File: src/rtl/cpu_bus_pkg.sv
// Shared types and constants for the Flipper CPU interface bus arbiter.
package cpu_bus_pkg;

    localparam int CPU_ADDR_W = 16;
    localparam int CPU_DATA_W = 32;
    localparam int CPU_STRB_W = 4;

    // Read data returned to a requester whose transfer was forced to complete.
    localparam logic [CPU_DATA_W-1:0] CPU_TIMEOUT_DATA = 32'hDEAD_BEEF;

    typedef enum logic {
        ST_IDLE,
        ST_BUSY
    } state_e;

endpackage

File: src/rtl/cpu_bus_arbiter_rr_arbiter.sv
// Combinational round-robin picker: the search starts one past last_grant and wraps.
module rr_arbiter #(
    parameter int NUM_REQ = 2,
    parameter int IDX_W   = $clog2(NUM_REQ)
) (
    input  logic [NUM_REQ-1:0] req,
    input  logic [IDX_W-1:0]   last_grant,
    output logic [IDX_W-1:0]   winner,
    output logic               any_req
);

    int j;

    // NOTE: every output of a combinational block gets a default first; a path that
    // leaves one unassigned would infer a latch.
    always_comb begin
        winner  = '0;
        any_req = 1'b0;
        j       = 0;
        for (int i = 1; i <= NUM_REQ; i++) begin
            j = int'(last_grant) + i;
            if (j >= NUM_REQ) begin
                j = j - NUM_REQ;
            end
            if (!any_req && req[j]) begin
                any_req = 1'b1;
                winner  = IDX_W'(j);
            end
        end
    end

endmodule

File: src/rtl/cpu_bus_arbiter.sv
// Round-robin arbiter sharing the CPU interface bus between NUM_REQ requesters.
// Define CPU_BUS_TIMEOUT_EN to add the stall timeout and the timeout_irq output.
module cpu_bus_arbiter
    import cpu_bus_pkg::*;
#(
    parameter int NUM_REQ        = 2,
    parameter int TIMEOUT_CYCLES = 1024
) (
    input  logic                         clk,
    input  logic                         resetn,
    input  logic [NUM_REQ-1:0]           req_read,
    input  logic [NUM_REQ-1:0]           req_write,
    input  logic [NUM_REQ*CPU_ADDR_W-1:0] req_address,
    input  logic [NUM_REQ*CPU_DATA_W-1:0] req_write_data,
    input  logic [NUM_REQ*CPU_STRB_W-1:0] req_strobe,
    output logic [NUM_REQ-1:0]           req_wait_request,
    output logic [CPU_DATA_W-1:0]        req_read_data,
    output logic                         CPURead,
    output logic                         CPUWrite,
    output logic [CPU_ADDR_W-1:0]        CPUAddress,
    output logic [CPU_DATA_W-1:0]        CPUWriteData,
    output logic [CPU_STRB_W-1:0]        CPUStrobe,
    input  logic [CPU_DATA_W-1:0]        CPUReadData,
    input  logic                         CPUWaitRequest
`ifdef CPU_BUS_TIMEOUT_EN
    ,
    output logic                         timeout_irq
`endif
);

    localparam int IDX_W = $clog2(NUM_REQ);

    if (NUM_REQ < 2 || NUM_REQ > 8) begin : g_bad_num_req
        $error("cpu_bus_arbiter: NUM_REQ must be in 2..8");
    end
    if (TIMEOUT_CYCLES < 2 || TIMEOUT_CYCLES > 65536) begin : g_bad_timeout
        $error("cpu_bus_arbiter: TIMEOUT_CYCLES must be in 2..65536");
    end

    state_e             state_q, state_d;
    logic [IDX_W-1:0]   grant_q, grant_d;
    logic [IDX_W-1:0]   last_grant_q, last_grant_d;
    logic [IDX_W-1:0]   winner;
    logic               any_req;
    logic [NUM_REQ-1:0] req_active;

    logic                  g_read, g_write;
    logic [CPU_ADDR_W-1:0] g_addr;
    logic [CPU_DATA_W-1:0] g_wdata;
    logic [CPU_STRB_W-1:0] g_strb;
    logic                  busy, xfer_done, timeout_hit;

    assign req_active = req_read | req_write;
    assign busy       = (state_q == ST_BUSY);

    rr_arbiter #(
        .NUM_REQ (NUM_REQ),
        .IDX_W   (IDX_W)
    ) u_rr (
        .req        (req_active),
        .last_grant (last_grant_q),
        .winner     (winner),
        .any_req    (any_req)
    );

    always_comb begin
        g_read  = 1'b0;
        g_write = 1'b0;
        g_addr  = '0;
        g_wdata = '0;
        g_strb  = '0;
        for (int i = 0; i < NUM_REQ; i++) begin
            if (grant_q == IDX_W'(i)) begin
                g_read  = req_read[i];
                g_write = req_write[i];
                g_addr  = req_address[i*CPU_ADDR_W +: CPU_ADDR_W];
                g_wdata = req_write_data[i*CPU_DATA_W +: CPU_DATA_W];
                g_strb  = req_strobe[i*CPU_STRB_W +: CPU_STRB_W];
            end
        end
    end

    // Downstream is quiet outside BUSY, so reset silences it without a clock edge.
    assign CPUWrite     = busy & g_write;
    assign CPURead      = busy & g_read & ~g_write;
    assign CPUAddress   = busy ? g_addr  : '0;
    assign CPUWriteData = busy ? g_wdata : '0;
    assign CPUStrobe    = busy ? g_strb  : '0;
    assign xfer_done    = (CPURead | CPUWrite) & ~CPUWaitRequest;

`ifdef CPU_BUS_TIMEOUT_EN
    localparam logic [15:0] TIMEOUT_LAST = 16'(TIMEOUT_CYCLES - 1);

    logic [15:0] tmo_cnt_q, tmo_cnt_d;

    always_comb begin
        tmo_cnt_d = '0;
        if (busy) begin
            tmo_cnt_d = CPUWaitRequest ? tmo_cnt_q + 16'd1 : tmo_cnt_q;
        end
    end

    always_ff @(posedge clk or negedge resetn) begin
        if (!resetn) begin
            tmo_cnt_q <= '0;
        end else begin
            tmo_cnt_q <= tmo_cnt_d;
        end
    end

    assign timeout_hit   = busy & (CPURead | CPUWrite) & CPUWaitRequest
                         & (tmo_cnt_q == TIMEOUT_LAST);
    assign timeout_irq   = timeout_hit;
    assign req_read_data = timeout_hit ? CPU_TIMEOUT_DATA : CPUReadData;
`else
    assign timeout_hit   = 1'b0;
    assign req_read_data = CPUReadData;
`endif

    always_comb begin
        for (int i = 0; i < NUM_REQ; i++) begin
            req_wait_request[i] = req_active[i];
            if (busy && grant_q == IDX_W'(i) && (!CPUWaitRequest || timeout_hit)) begin
                req_wait_request[i] = 1'b0;
            end
        end
    end

    always_comb begin
        state_d      = state_q;
        grant_d      = grant_q;
        last_grant_d = last_grant_q;
        unique case (state_q)
            ST_IDLE: begin
                if (any_req) begin
                    state_d      = ST_BUSY;
                    grant_d      = winner;
                    last_grant_d = winner;
                end
            end
            ST_BUSY: begin
                // A requester withdrawing its command aborts the grant without completion.
                if (!(g_read || g_write) || xfer_done || timeout_hit) begin
                    state_d = ST_IDLE;
                end
            end
            default: state_d = ST_IDLE;
        endcase
    end

    // NOTE: state registers use non-blocking assignments so every flop samples the
    // pre-edge values regardless of process ordering.
    always_ff @(posedge clk or negedge resetn) begin
        if (!resetn) begin
            state_q      <= ST_IDLE;
            grant_q      <= '0;
            last_grant_q <= IDX_W'(NUM_REQ - 1);
        end else begin
            state_q      <= state_d;
            grant_q      <= grant_d;
            last_grant_q <= last_grant_d;
        end
    end

endmodule
File: config.mk
export PLATFORM = sky130hd
export DESIGN_NAME = cpu_bus_arbiter
export DESIGN_NICKNAME = d
export VERILOG_FILES = /design/src/rtl/cpu_bus_pkg.sv /design/src/rtl/cpu_bus_arbiter_rr_arbiter.sv /design/src/rtl/cpu_bus_arbiter.sv
export SDC_FILE = /design/constraint.sdc
export NUM_CORES = 1
export LEC_CHECK = 0
export BUFFER_PORTS_ARGS = -buffer_cell sky130_fd_sc_hd__buf_2
export CAP_MARGIN = 0
export CORE_AREA = 4 4 88 90
export DETAILED_ROUTE_END_ITERATION = 6
export DIE_AREA = 0 0 92 94
export PLACE_DENSITY = 0.67
export SLEW_MARGIN = 40
export SYNTH_ARGS = -nofsm -noshare
export SYNTH_HDL_FRONTEND = slang
export SYNTH_SLANG_ARGS = --single-unit
File: constraint.sdc
create_clock -name clk -period 2.5 [get_ports clk]
set_clock_uncertainty 0.05 [all_clocks]
set_input_delay 0.125 -clock clk [delete_from_list [all_inputs] [get_ports clk]]
set_output_delay 0.125 -clock clk [all_outputs]
set_load 0.005 [all_outputs]
Yosys cells after proc, flatten, opt, wreduce, memory -nomap -nowiden
Cells that the tools add are included.
Operators by class
  add/sub/neg operators: 4
  magnitude comparators: 4
  multiplexer cells: 25
  bitwise gates (word level): 10
  reduce and logical (&&, ||, !) cells: 11
Operator list (number)
  $mux W32: 4
  $ge A32 B3 Y1 const B: 2
  $lt A32 B3 Y1 const B: 2
  $sub A32 B3 Y32 const B: 2
  $mux W16: 2
  $mux W1: 16
  $mux W4: 2
  $logic_and A1 B1 Y1: 5
  $and A1 B1 Y1: 4
  $not A1 Y1: 4
  $add A1 B2 Y3 const B: 1
  $logic_not A1 Y1: 3
  $add A1 B1 Y2 const B: 1
  $logic_or A1 B1 Y1: 2
  $or A2 B2 Y2: 1
  $pmux W1 S2: 1
  $reduce_and A2 Y1: 1
  $or A1 B1 Y1: 1
Word-level totals
  register bits after elaboration: 3
  input bits: 143
  output and inout bits: 88
  word-level logic and storage cells: 57

Depth between registers and ports, before layout
Gate-level depths: netlist (run 1).
  depth in word-level cells: 12
  depth in mapped cells: 6
  depth with buffers taken out: 3

Hierarchy
Synthesis (run 1) repeated with hierarchy kept, for this count alone.
Second synthesis, totals
  cell total of the unflattened synthesis: 171
  area total of the unflattened synthesis: 1261.2 um^2
By module, submodules not included
  cpu_bus_arbiter: times used 1, cells an instance 169, area each 1247.4 um^2, seq. area each 76.3 um^2
  rr_arbiter: times used 1, cells an instance 2, area each 13.8 um^2, seq. area each 0.0 um^2

Least setup slack after synthesis (run 1)
OpenSTA, ideal clock, no wires.
  path kind: register to output
  start: register grant_q
  end: output port CPURead
  arrival: 1.128 ns
  required time: 2.325 ns
  setup slack: 1.197 ns
  cell stages (with the launch flop): 6
  buffers on the path: 3
  cells stage by stage: dfrtp_1 -> clkbuf_2 -> buf_6 -> buf_6 -> o32ai_1 -> and2_1
On the way
  cells in the longest elaborated chain, start to end: 3
  elaborated cells on any way between the ends: 5
  those cells by class: mux (2); bitwise (3)
Ends and longest elaborated chain
  start: declaration: RTL line cpu_bus_arbiter.sv:41  | logic [IDX_W-1:0] grant_q, grant_d;
  start signal: assignment: RTL line cpu_bus_arbiter.sv:160  | grant_q <= grant_d;
  $mux W1: RTL line cpu_bus_arbiter.sv:73  | if (grant_q == IDX_W'(i)) begin
  $and A1 B1 Y1 / $not A1 Y1 (equally long branches): RTL line cpu_bus_arbiter.sv:85  | assign CPURead = busy & g_read & ~g_write;
  $and A1 B1 Y1 *: RTL line cpu_bus_arbiter.sv:85
  end: declaration: RTL line cpu_bus_arbiter.sv:18  | output logic CPURead,
Every way passes the cells marked *; elsewhere a longest branch is shown, timed or not.

Final worst setup path (run 1)
  start: register grant_q
  end: output port CPUWriteData[15]
On the way
  cells in the longest elaborated chain, start to end: 2
Ends and longest elaborated chain
  $mux W32: RTL line cpu_bus_arbiter.sv:73
  $mux W32: RTL line cpu_bus_arbiter.sv:87  | assign CPUWriteData = busy ? g_wdata : '0;
  end: declaration: RTL line cpu_bus_arbiter.sv:21  | output logic [CPU_DATA_W-1:0] CPUWriteData,
No other way between the ends.

==> impl_metrics.py, run 1 <==
metrics = {
    "outcome": {
        "outcome": "finished, final reports clean",
    },
    "setup_path": {
        "cp_slowest_cell": "dfrtp_4",
        "worstPathArrival_ns": 1.69,
        "slowest_delay_ns": 0.76,
        "cp_top_family": "flip-flops",
        "worst-path-max-fanout": 34,
        "end_kind": "output port",
        "required_ns": 2.33,
        "setup.worst_path.start": "grant_q$_DFFE_PN0P_",
        "setup.worst_path.class": "flop to output port",
        "r2r-start": "grant_q$_DFFE_PN0P_",
        "path_buf_inv": 2,
        "cp-start-kind": "flop",
        "worstPathCellList": "buf_12 -> mux2i_1 -> nor2b_1 -> buf_2",
    },
    "sta": {
        "max_freq_ghz": 0.537,
        "slew_viol_final": 0,
        "rsz0062_at_grt": "no",
        "setup_viol": 0,
        "finalWorstPathRequiredPeriod_ns": 1.86,
        "post-route-period-util_pct": 74.5,
        "timing.hold.ws_ns": 0.200,
        "timing.slew.headroom_pct": 64.0,
        "worst_pin_slew_ns": 0.540,
        "hold_violations": 0,
        "finalSetupTns_ns": 0,
    },
    "global_route": {
        "gr-total-overflow": 0,
        "grt_antenna_before_repair": 0,
        "grt_max_degree": 43,
        "grt_pass1_wl_um": 7160,
        "grt_util_all_layers_pct": 10.1,
        "grt_pass1_vias": 1526,
    },
    "cts": {
        "clk_latency_ns": 0.21,
        "clockRootBuffer": "clkbuf_8",
        "cts.clk_slew.worst_paths_ns": 0.03,
        "cts.sinks": 3,
        "clock_path_buffers": 2,
        "cts_made_buffers": 3,
        "postCtsSetupBuffers": 0,
        "cts_tree": "built",
        "h-tree-depth": 1,
    },
    "cells_and_area": {
        "drive_above_1_share_pct": 57.7,
        "final_area_um2": 2080,
        "fillers": 774,
        "final_common_cell": "buf_2",
        "syn_to_final_growth_pct": 53.4,
        "mostFrequentLayoutCells": "166 x buf_2, 53 x mux2i_1, 53 x nor2b_1",
        "layout.nets": 444,
        "n_antenna_cell": 0,
    },
    "floorplan": {
        "initial_core_util_pct": 19.2,
        "die_w_um": 92,
        "core_um2": 7060,
        "io_pins": 231,
        "dieArea_um2": 8650,
        "fp.dieH_um": 94,
        "rows": 31,
    },
    "detailed_routing": {
        "drt_iter0_markers": 20,
        "routed-via-count": 1603,
        "wire_per_inst_um": 12.1,
        "viasPerCell": 4.02,
        "dr.pass1.iters": 3,
        "routed_wirelength_um": 4840,
        "remaining_drc_errors": 0,
        "ant_nets": 0,
    },
    "synth": {
        "async_reset_ff_share_pct": 100,
        "yosysTopAreaCell": "mux2i_1",
        "synth_area_um2": 1360,
        "synth-seq-cells": 3,
        "ys_warn_count": 0,
        "syn_nets": 315,
        "ys_seq_area_share_pct": 5.63,
        "synth_edf_count": 0,
        "syn_inst": 172,
        "ys.flop_type": "dfrtp_1",
        "avgSynthCellArea_um2": 7.89,
        "yosys.cell_types.count": 20,
        "synth_top_area_share_pct": 39.1,
        "synth.area.top_cells": "mux2i_1 39%, nor2b_1 24%, buf_4 18%",
    },
    "pwr": {
        "p_per_area_nw_per_um2": 833,
        "p_leak_nw": 1.27,
        "ir_drop_v": 0.000491,
        "fin_total_pwr_w": 0.00173,
    },
    "placement": {
        "place_hpwl_um": 4140,
        "port_buffers": 166,
        "gp_congestion": 0.651,
        "dpl-instance-area_um2": 2030,
    },
    "flow_run": {
        "cap_violations": 0,
    },
    "hold_path": {
        "min_from": "CPUReadData[10]",
        "worstHoldPathType": "input pin to output port",
    },
}
flip-flops by register name (all words and copies together), names as in the netlist:
register,cells
busy,1
last_grant_q,1
grant_q,1
worst paths after layout:
kind | endpoint | slack [ns] | cells past startpoint
min in group asynchronous | grant_q$_DFFE_PN0P_ | 0.22 | 2
max reg2reg | busy$_DFF_PN0_ | 1.14 | 3
min reg2reg | last_grant_q$_DFFE_PN1P_ | 0.45 | 2
min | req_read_data[10] | 0.20 | 0
max in group asynchronous | last_grant_q$_DFFE_PN1P_ | 2.00 | 2
max | CPUWriteData[15] | 0.64 | 4
layout make-up:
type	instances	area (um^2)	share of cell area, %
multi-input cells	121	952	45.8
inverters	3	11.3	0.541
clock buffers	4	45.0	2.16
repair buffers	169	868	41.7
well taps	99	124	5.95
flip-flops and latches	3	80.1	3.85
synth_stat cells, types with 2 or more instances:
library cell  number
a21boi_0           2
a31oi_1            2
buf_2              3
buf_4             32
buf_6              3
clkbuf_1           6
dfrtp_1            2
inv_1              3
mux2i_1           53
nor2_1             3
nor2b_1           53
o21ai_0            2
layer usage:
| layer | track usage, % | part of all wire, % | vias up |
|---|---|---|---|
| met5 | 0 | 0 | - |
| met4 | 4.33 | 3.0 | 0 |
| met3 | 4.25 | 15 | 18 |
| met2 | 18.5 | 49 | 116 |
| met1 | 9.90 | 33 | 674 |
| li1 | - | - | 795 |
where the power goes:
part | switching, W | internal (W)
registers | 0.000163 | 0.0000829
clock network | 0.0000298 | 0.000109
logic | 0.000546 | 0.000803
timing repair:
item,4_1_cts,5_1_grt
resized for setup,0,0
hold buffers,1,0
endpoints found under the hold margin,3,0
through the flow:
step	cells	util [%]	setup WS [ns]
3_3_place_gp	394	28.7	0.870
5_1_grt	399	29.5	0.500
3_5_place_dp	394	28.7	0.840
4_1_cts	399	29.5	0.612
2_1_floorplan	172	-	1.20
6_report	399	29.5	0.638
kinds of logic (layout without fill, tap and decap cells):
family	count (synthesis)	in the layout	share of synthesized area, %
DFF	3	3	5.63
AOI/OAI and AO/OA	10	10	5.07
and+or+nand+nor	58	58	26.0
muxes	53	53	39.1
buffers and inverters	48	176	24.2
Note: power is estimated with default switching activity, not from simulation.
==> inputs of run 2 (changes only) <==
--- a/config.mk
+++ b/config.mk
@@ -10,7 +10,7 @@
 export CORE_AREA = 4 4 88 90
 export DETAILED_ROUTE_END_ITERATION = 6
 export DIE_AREA = 0 0 92 94
-export PLACE_DENSITY = 0.67
+export PLACE_DENSITY = 0.69
 export SLEW_MARGIN = 40
 export SYNTH_ARGS = -nofsm -noshare
 export SYNTH_HDL_FRONTEND = slang
==> constraint.sdc (replaced) <==
create_clock -name clk -period 1.5 [get_ports clk]
set_clock_uncertainty 0.05 [all_clocks]
set_input_delay 0.075 -clock clk [delete_from_list [all_inputs] [get_ports clk]]
set_output_delay 0.075 -clock clk [all_outputs]
set_load 0.005 [all_outputs]
==> impl_metrics.py, run 2 (synthesis results as in run 1) <==
metrics = {
    "setup_path": {
        "worst-path-max-fanout": 14,
        "path_buf_inv": 2,
        "cp_top_family": "buffers and inverters",
        "cp-endpoint": "CPUAddress[11]",
        "reg2reg_depth": 3,
        "r2r-start": "busy$_DFF_PN0_",
        "cp.depth": 4,
        "worstPathCellList": "bufbuf_16 -> mux2i_1 -> nor2b_1 -> buf_2",
        "r2r_setup_slack_ns": 0.25,
        "slowest_delay_ns": 0.42,
        "setup.worst_path.start": "grant_q$_DFFE_PN0P_",
        "required_ns": 1.37,
        "end_kind": "output port",
        "cp-start-kind": "flop",
        "worstPathArrival_ns": 1.35,
        "r2r_end": "busy$_DFF_PN0_",
        "cp_slowest_cell": "dfrtp_2",
        "setup.worst_path.class": "flop to output port",
    },
    "placement": {
        "port_buffers": 166,
        "gp_congestion": 0.696,
        "place_ws_ns": 0.232,
        "place_hpwl_um": 4140,
        "dpl.cell_count": 396,
    },
    "global_route": {
        "gr-total-overflow": 0,
        "grt_antenna_before_repair": 0,
        "grt_pass1_vias": 1591,
        "grt_max_degree": 30,
        "grt_pass1_wl_um": 7530,
        "grt_util_all_layers_pct": 10.6,
    },
    "sta": {
        "timing.slew.headroom_pct": 80.2,
        "hold_violations": 0,
        "setup_viol": 0,
        "slew_viol_final": 0,
        "finalSetupTns_ns": 0,
        "fin_ws_ns": 0.0282,
        "worst_pin_slew_ns": 0.296,
        "post-route-period-util_pct": 98.1,
        "rsz0062_at_grt": "yes",
        "finalWorstPathRequiredPeriod_ns": 1.47,
        "max_freq_ghz": 0.679,
    },
    "pwr": {
        "ir_drop_v": 0.000723,
        "p_per_area_nw_per_um2": 1470,
        "fin_total_pwr_w": 0.00321,
        "p_leak_nw": 1.33,
    },
    "floorplan": {
        "fp.dieH_um": 94,
        "core_um2": 7060,
        "io_pins": 231,
        "die_w_um": 92,
        "initial_core_util_pct": 19.2,
        "dieArea_um2": 8650,
        "rows": 31,
    },
    "detailed_routing": {
        "wire_per_inst_um": 12.5,
        "viasPerCell": 4.03,
        "remaining_drc_errors": 0,
        "routed-via-count": 1631,
        "dr.pass1.iters": 3,
        "ant_nets": 0,
        "drt_iter0_markers": 24,
        "routed_wirelength_um": 5040,
    },
    "cells_and_area": {
        "drive_above_1_share_pct": 58.8,
        "layout.nets": 450,
        "syn_to_final_growth_pct": 61.1,
        "fillers": 774,
        "n_antenna_cell": 0,
        "mostFrequentLayoutCells": "166 x buf_2, 53 x mux2i_1, 53 x nor2b_1",
        "fin_cells": 405,
        "final_common_cell": "buf_2",
        "fin_util_pct": 30.9,
    },
    "cts": {
        "clockRootBuffer": "clkbuf_8",
        "cts_tree": "built",
        "h-tree-depth": 1,
        "clock_path_buffers": 2,
        "cts.clk_slew.worst_paths_ns": 0.03,
        "clk_latency_ns": 0.21,
        "cts_made_buffers": 3,
        "cts.sinks": 3,
    },
    "outcome": {
        "outcome": "finished, final reports clean",
    },
    "hold_path": {
        "min_from": "CPUReadData[20]",
        "worstHoldPathType": "input pin to output port",
    },
    "flow_run": {
        "cap_violations": 0,
    },
}
## run 2: cell count changes in the layout (fill, tap and decap cells not counted), sizes merged
| cell | delta |
|---|---|
| bufbuf | +1 |
| buf | +5 |
## run 2: report_power, final
part	total, W	switching [W]	leakage (nW)	internal [W]
Combinational	0.00278	0.00119	1.28	0.00159
Sequential	0.000200	0.0000651	0.0317	0.000135
Clock	0.000235	0.0000533	0.0228	0.000181
Total	0.00321	0.00130	1.33	0.00191
## run 2: through the flow
| step | instance area (um^2) | hold WS [ns] |
|---|---|---|
| 6_report | 2180 | 0.100 |
| 5_1_grt | 2180 | 0.100 |
| 4_1_cts | 2170 | 0.100 |
| 3_5_place_dp | 2050 | -0.179 |
| 3_3_place_gp | 2050 | -0.176 |
| 2_1_floorplan | 1360 | -0.271 |
## run 2: area by class of cell
class / instances / area (um^2) / share of cell area [%]
timing repair buffer: 175 / 967 / 44.3
multi-input combinational: 121 / 960 / 43.9
tap: 99 / 124 / 5.67
sequential: 3 / 77.6 / 3.55
clock buffer: 4 / 45.0 / 2.06
inverter: 3 / 11.3 / 0.515
## run 2: worst min path at each step
| stage | endpoint | slack, ns | cells past startpoint |
|---|---|---|---|
| after global routing | req_read_data[20] | 0.10 | 0 |
| after floorplan | busy$_DFF_PN0_ | -0.27 | 0 |
| after CTS | req_read_data[10] | 0.10 | 0 |
| after detailed placement | busy$_DFF_PN0_ | -0.18 | 1 |
| final | req_read_data[20] | 0.10 | 0 |
| after global placement | busy$_DFF_PN0_ | -0.18 | 1 |
## run 2: layer usage
layer / wire, um / global-route usage, %
met5: 0 / 0
met4: 180 / 5.20
met3: 605 / 3.04
met2: 2460 / 18.4
met1: 1800 / 11.9
## run 2: timing repair
action,CTS,global route
gates cloned,1,0
gates resized for setup,0,2
setup buffers,2,1
endpoints found under the setup margin,1,26
endpoints found under the hold margin,3,0
hold buffers,1,0
